===== config.mk =====
export PLATFORM = sky130hd
export DESIGN_NAME = range_frame_sender
export DESIGN_NICKNAME = d
export VERILOG_FILES = /design/src/rtl/range_frame_sender.sv
export SDC_FILE = /design/constraint.sdc
export NUM_CORES = 1
export LEC_CHECK = 0
export CAP_MARGIN = 10
export CORE_ASPECT_RATIO = 1.5
export CORE_UTILIZATION = 62
export DETAILED_ROUTE_END_ITERATION = 7
export HOLD_SLACK_MARGIN = 0.12
export PLACE_DENSITY = 0.81
export SLEW_MARGIN = 20
export SYNTH_ARGS = -nofsm -noshare
export SYNTH_HDL_FRONTEND = slang
export SYNTH_SLANG_ARGS = --single-unit

===== constraint.sdc =====
create_clock -name clk -period 5 [get_ports clk]
set_input_delay 0.75 -clock clk [delete_from_list [all_inputs] [get_ports clk]]
set_output_delay 0.75 -clock clk [all_outputs]
set_load 0.02 [all_outputs]

===== src/rtl/range_frame_sender.sv =====
// Buffers host samples and replays them as one go/finish framed burst toward a range finder.
// Optional RFS_EXPECT_EN adds exp_range/exp_valid, the range the receiver should report.
module range_frame_sender #(
   parameter int WIDTH = 8,
   parameter int DEPTH = 16,
   parameter int GAP   = 1
) (
   input  logic                       clk,
   input  logic                       rst_n,
   input  logic                       wr_en,
   input  logic [WIDTH-1:0]           wr_data,
   input  logic                       send,
   output logic [$clog2(DEPTH+1)-1:0] count,
   output logic                       full,
   output logic                       ovf,
   output logic                       busy,
   output logic                       done,
   output logic [WIDTH-1:0]           data_out,
   output logic                       go,
   output logic                       finish
`ifdef RFS_EXPECT_EN
   ,
   output logic [WIDTH-1:0]           exp_range,
   output logic                       exp_valid
`endif
);

   // state   | meaning
   // S_IDLE  | accepting writes, waiting for send
   // S_FIRST | first beat on data_out, go high
   // S_MID   | interior beats s1..s(N-2)
   // S_LAST  | final beat, finish high
   // S_GAP   | quiet cycles for the receiver; done on the last one
   typedef enum logic [2:0] {S_IDLE, S_FIRST, S_MID, S_LAST, S_GAP} state_t;

   localparam int CW = $clog2(DEPTH + 1);
   localparam int PW = $clog2(DEPTH);
   localparam int GW = (GAP > 1) ? $clog2(GAP) : 1;

   state_t           state;
   logic [WIDTH-1:0] mem [DEPTH];
   logic [PW-1:0]    wr_ptr;
   logic [PW-1:0]    rd_ptr;
   logic [CW-1:0]    rem;
   logic [GW-1:0]    gap_cnt;
   logic             send_ok;
   logic             mem_we;

   assign send_ok = (state == S_IDLE) && send && (count != '0);
   assign mem_we  = (state == S_IDLE) && wr_en && !full && !send_ok;

   always_ff @(posedge clk) begin
      if (mem_we) mem[wr_ptr] <= wr_data;
   end

   always_ff @(posedge clk or negedge rst_n) begin
      if (!rst_n) begin
         state    <= S_IDLE;
         wr_ptr   <= '0;
         rd_ptr   <= '0;
         rem      <= '0;
         gap_cnt  <= '0;
         count    <= '0;
         full     <= 1'b0;
         ovf      <= 1'b0;
         busy     <= 1'b0;
         done     <= 1'b0;
         data_out <= '0;
         go       <= 1'b0;
         finish   <= 1'b0;
      end else begin
         case (state)
            S_IDLE: begin
               if (send_ok) begin
                  state    <= S_FIRST;
                  busy     <= 1'b1;
                  go       <= 1'b1;
                  data_out <= mem[rd_ptr];
                  rd_ptr   <= rd_ptr + 1'b1;
                  rem      <= count - 1'b1;
                  ovf      <= wr_en;
               end else if (wr_en) begin
                  if (full) begin
                     ovf <= 1'b1;
                  end else begin
                     wr_ptr <= wr_ptr + 1'b1;
                     count  <= count + 1'b1;
                     full   <= (count == CW'(DEPTH - 1));
                  end
               end
            end
            S_FIRST, S_MID: begin
               go <= 1'b0;
               // rem==0 only for a single-sample frame: data_out holds s0 for the closing beat
               if (rem == '0) begin
                  state  <= S_LAST;
                  finish <= 1'b1;
               end else begin
                  data_out <= mem[rd_ptr];
                  rd_ptr   <= rd_ptr + 1'b1;
                  rem      <= rem - 1'b1;
                  if (rem == CW'(1)) begin
                     state  <= S_LAST;
                     finish <= 1'b1;
                  end else begin
                     state <= S_MID;
                  end
               end
            end
            S_LAST: begin
               state    <= S_GAP;
               finish   <= 1'b0;
               data_out <= '0;
               gap_cnt  <= GW'(GAP - 1);
               done     <= (GAP == 1);
            end
            S_GAP: begin
               if (gap_cnt == '0) begin
                  state  <= S_IDLE;
                  busy   <= 1'b0;
                  done   <= 1'b0;
                  count  <= '0;
                  full   <= 1'b0;
                  wr_ptr <= '0;
                  rd_ptr <= '0;
               end else begin
                  gap_cnt <= gap_cnt - 1'b1;
                  done    <= (gap_cnt == GW'(1));
               end
            end
            default: state <= S_IDLE;
         endcase
         if (state != S_IDLE && wr_en) ovf <= 1'b1;
      end
   end

`ifdef RFS_EXPECT_EN
   logic [WIDTH-1:0] trk_max;
   logic [WIDTH-1:0] trk_min;

   always_ff @(posedge clk or negedge rst_n) begin
      if (!rst_n) begin
         trk_max   <= '0;
         trk_min   <= '0;
         exp_range <= '0;
         exp_valid <= 1'b0;
      end else begin
         exp_valid <= (state == S_LAST);
         if (state == S_LAST) exp_range <= trk_max - trk_min;
         if (send_ok) begin
            trk_max   <= mem[rd_ptr];
            trk_min   <= mem[rd_ptr];
            exp_range <= '0;
         end else if ((state == S_FIRST || state == S_MID) && rem != '0) begin
            if (mem[rd_ptr] > trk_max) trk_max <= mem[rd_ptr];
            if (mem[rd_ptr] < trk_min) trk_min <= mem[rd_ptr];
         end
      end
   end
`endif

endmodule

Word level (Yosys, flattened, before mapping)
Memories as Yosys holds them, arrays and structs flattened.
Index checks and enable logic that the tools add are counted.
Cells by class
  $add $sub $neg: 6
  equal/unequal tests: 13
  multiplexer cells: 46
  reductions and logical operators: 32
Operators by type and width (number)
  $mux W5: 6
  $mux W4: 6
  $pmux W8 S3: 1
  $pmux W5 S2: 2
  $mux W1: 18
  $mux W8: 2
  $reduce_bool A3 Y1: 5
  $ne A2 B2 Y1 const B: 6
  $pmux W1 S2: 6
  $pmux W3 S4: 1
  $pmux W4 S3: 1
  $reduce_and A3 Y1: 4
  $reduce_bool A2 Y1: 5
  $sub A5 B1 Y5 const B: 2
  $add A4 B1 Y4 const B: 2
  $pmux W4 S2: 1
  $reduce_and A4 Y1: 2
  $eq A3 B2 Y1 const B: 2
  $logic_and A1 B1 Y1: 6
  $mux W3: 2
  $reduce_and A2 Y1: 3
  $add A5 B1 Y5 const B: 1
  $eq A5 B1 Y1 const B: 1
  $eq A5 B4 Y1 const B: 1
  other kinds (10): 11
Storage, ports and cells
  bits in registers: 36
  memory bits (writable): 128
  bits of input ports: 12
  output and inout bits: 19
  memories: 1
Memories
  mem: depth 16, width 8, rd ports 1, clocked after Yosys merged registers in 0, wr ports 1, RTL line 41  | logic [WIDTH-1:0] mem [DEPTH];

Depth between registers and ports, before layout
  word-level depth: 7
  mapped depth: 9

Worst setup path before layout
Ideal clock, no wire load.
  path type: register to register
  start point: reg count[0]
  end point: mem mem[10][0] (enable)
  setup time: 371 ps
  arrival: 2457 ps
  required time: 4629 ps
  setup slack: 2173 ps
  stages on the path, launching flop included: 9
  path buffers: 1
  period minus slack after synthesis: 2827 ps
  cell sequence: dfrtp_1 inv_1 ha_1 or4b_4 buf_6 a211o_4 nor2_4 nand3b_1 nor2_1
Between the ends
  cells in the longest elaborated chain, start to end: 6
RTL lines
  start, declared: RTL line 13  | output logic [$clog2(DEPTH+1)-1:0] count,
  start signal, assigned: RTL line 87  | count <= count + 1'b1;
  $reduce_bool A5 Y1: RTL line 49  | assign send_ok = (state == S_IDLE) && send && (count != '0);
  $logic_and A1 B1 Y1: RTL line 49
  $logic_not A1 Y1: RTL line 50  | assign mem_we = (state == S_IDLE) && wr_en && !full && !send_ok;
  $logic_and A1 B1 Y1: RTL line 50
  $mux W1: RTL line 53  | if (mem_we) mem[wr_ptr] <= wr_data;
  $mux W1 (not written as such): RTL line 53
  end, declared: RTL line 41
Every way passes these cells.

Worst setup path after layout
  start point: reg count[0]
  end point: mem mem[8][0] (enable)
Same word-level chain as after synthesis.

==> impl_metrics.toml <==
[synthesis]
netlist.area_leader.share = 0.565
syn_area_mm2 = 0.00680
synth.mux.area_fraction = 0.109
synthTopCellsByCount = "edfxtp_1 (128), dfrtp_1 (35), mux4_2 (32)"
synth_area_per_cell_um2 = 16.6
synth_top_family_by_area = "multiplexers"
ys_ff_latch = 163
synth_area_leaders = "edfxtp_1 (56%), dfrtp_1 (13%), mux4_2 (11%)"
synth-compound-area-share = 0.0783
ys.flop_type = "edfxtp_1"
synth-xor-area-share = 0.00515
synth_top_cell_by_area = "edfxtp_1"
synthSimpleGateAreaFrac = 0.0750
synth_warnings = 0
synth_most_common_cell = "edfxtp_1"
synthAdderAreaFrac = 0.0184
synth.distinct_cells = 48
syn_nets = 432
synth-edff-count = 128
synthArstFlopShare = 0.215
syn_inst = 410
ys_seq_area_frac = 0.694

[pwr]
pwr-share-comb = 0.321
max-vdd-ir-drop_uv = 402
power.total_mw = 4.65
powerDensity_mw_per_mm2 = 596
p_seq_frac = 0.405
p_clk_frac = 0.274
power_switching_mw = 1.63
p_leak_nw = 2.76
power.internal_mw = 3.02
p_sw_frac = 0.350

[placement]
dp_hpwl_mm = 9.52
dp_slack_ps = 1900
finalWeightedCongestion = 0.841
io_buffer_count = 30

[grt]
antenna_found_initial = 0
track_usage = 0.281
grt_overflow = 0
grt_max_degree = 37
grt_pass1_wl_mm = 21.8
grt_pass1_vias = 3856

[run]
max_cap_viol_count = 0

[clock_tree]
cts_max_path_buffers = 2
clkSinkCount = 163
clk_pin_slew_ps = 60
cts_resized = 0
htree_levels = 4
postCtsSetupBuffers = 0
holdBufCountCts = 0
cts_root_buf = "clkbuf_16"
cts_tree = "done"
clk_latency_ps = 430
numCtsBuffers = 17

[detailed_routing]
dr.pass1.iters = 6
drc_errors = 0
drtIter0Drc = 282
vias_per_cell = 6.28
wire_per_inst_um = 23.5
totalWireLength_mm = 14.1
ant_nets = 0
vias = 3775

[cells_and_area]
area_growth_pct = 14.7
drive_above_1_share = 0.168
final_nets = 466
post-route-util = 0.733
num_antenna_cells = 0

[sta]
worst_slew_pin_slew_ps = 900
hold_viol = 0
maxSlewHeadroom = 0.392
setup_violations = 0
setup_tns_ps = 0
min_period_ps = 3060
post-route-period-util = 0.612
layout_setup_ws_ps = 1940
fmax_mhz = 327
finClkSkew_ps = 11.0
rsz0062_at_grt = "false"
slew_violations = 0

[worst_setup_path]
cp.required_ps = 5050
cp_max_fo = 8
arrival_ps = 3110
crit_chain = "inv_1, ha_1, or4b_4, a211o_4, nor2_4, nand3b_1, nor2_1"
crit_buf_inv = 1
crit_path_start_kind = "flop"
criticalPathCategory = "reg2reg"
slowest_delay_ps = 580
crit_path_top_delay_cell = "nor2_1"
cp_top_family = "simple AND/OR/NAND/NOR gates"
endpoint_kind = "flop"

[floorplanning]
die-width_um = 87.5
num_rows = 46
die_area_mm2 = 0.0114
die_h_um = 130
design.core.area_mm2 = 0.0106
num_io_pins = 31
start_util = 0.639

[min_path]
hold_class = "in2async"

[outcome]
status = "finished, final reports clean"
-- final cells by class --
cell class	instances	area (um2)
Clock buffer	18	429
Clock inverter	14	164
Fill cell	641	2840
Inverter	16	60.1
Multi-Input combinational cell	215	1950
Sequential cell	163	4720
Tap cell	144	180
Timing Repair Buffer	31	303
-- worst reg2reg max path, stage by stage (launching register included) --
cell	delay, ps
dfrtp_1	430
inv_1	140
ha_1	220
or4b_4	540
a211o_4	430
nor2_4	160
nand3b_1	180
nor2_1	580
-- cells in the final DEF (no fill, tap or decap), types with 3 or more instances in the layout --
cell             synthesis  layout
a21oi_1                 15      15
a22o_1                   9       9
a22oi_1                 17      17
and2_1                  14      14
and3_1                   3       3
clkbuf_16                0      17
clkdlybuf4s50_1          0      29
clkinv_4                 0       3
dfrtp_1                 35      34
edfxtp_1               128     128
ha_1                    10      10
inv_1                   16      16
inv_8                    0       6
mux4_2                  32      32
nand2_1                 21      21
nand2b_1                 4       4
nand3_1                  6       6
nand3b_1                 3       3
nor2_1                  29      29
nor3_1                   4       4
o21ai_0                  9       9
o22ai_1                  4       4
xor2_1                   4       4
-- flip-flops by register name, summed over array words and instances (netlist names), 3 cells and up --
name      count
mem         128
rd_ptr        4
rem           5
count         5
data_out      8
wr_ptr        4
state         3
-- layer usage --
metal | GRT usage | wire, um
met5 | 0 | 0
met4 | 0.149 | 679
met3 | 0.0816 | 707
met2 | 0.481 | 7700
met1 | 0.319 | 5050
-- cells by family (layout without fill, tap and decap cells) --
logic type	after synthesis	after routing
compound gates	72	72
xor+xnor	4	4
fa+ha+maj	10	10
buf+inv	32	79
flops	163	163
mux	34	34
simple gates	95	95
-- through the flow --
step	std cells	hold slack (ps)	cell area [um2]
3_5_place_dp	569	502	7210
6_report	601	400	7800
5_1_grt	601	454	7800
4_1_cts	601	410	7800
2_1_floorplan	410	454	6800
3_3_place_gp	569	485	7210
-- path summary, 6_finish.rpt --
kind	startpoint	to	slack [ps]	depth (start not counted)
max	count[0]	mem[8][0]	1940	7
min	rst_n	state[2]	400	1
max reg2reg	count[0]	mem[8][0]	1940	7
min reg2reg	done	done	500	2
max in group asynchronous	rst_n	rd_ptr[0]	4020	1
min in group clk	done	done	500	2
-- power by group through the flow --
stage | sequential [mW] | combinational, mW | clock (mW)
2_1_floorplan | 1.85 | 1.03 | 0
3_3_place_gp | 1.89 | 1.44 | 0
3_5_place_dp | 1.90 | 1.48 | 0
6_report | 1.88 | 1.49 | 1.27
4_1_cts | 1.88 | 1.50 | 1.29
5_1_grt | 1.91 | 1.61 | 1.35
Note: power is estimated with default switching activity, not from simulation.
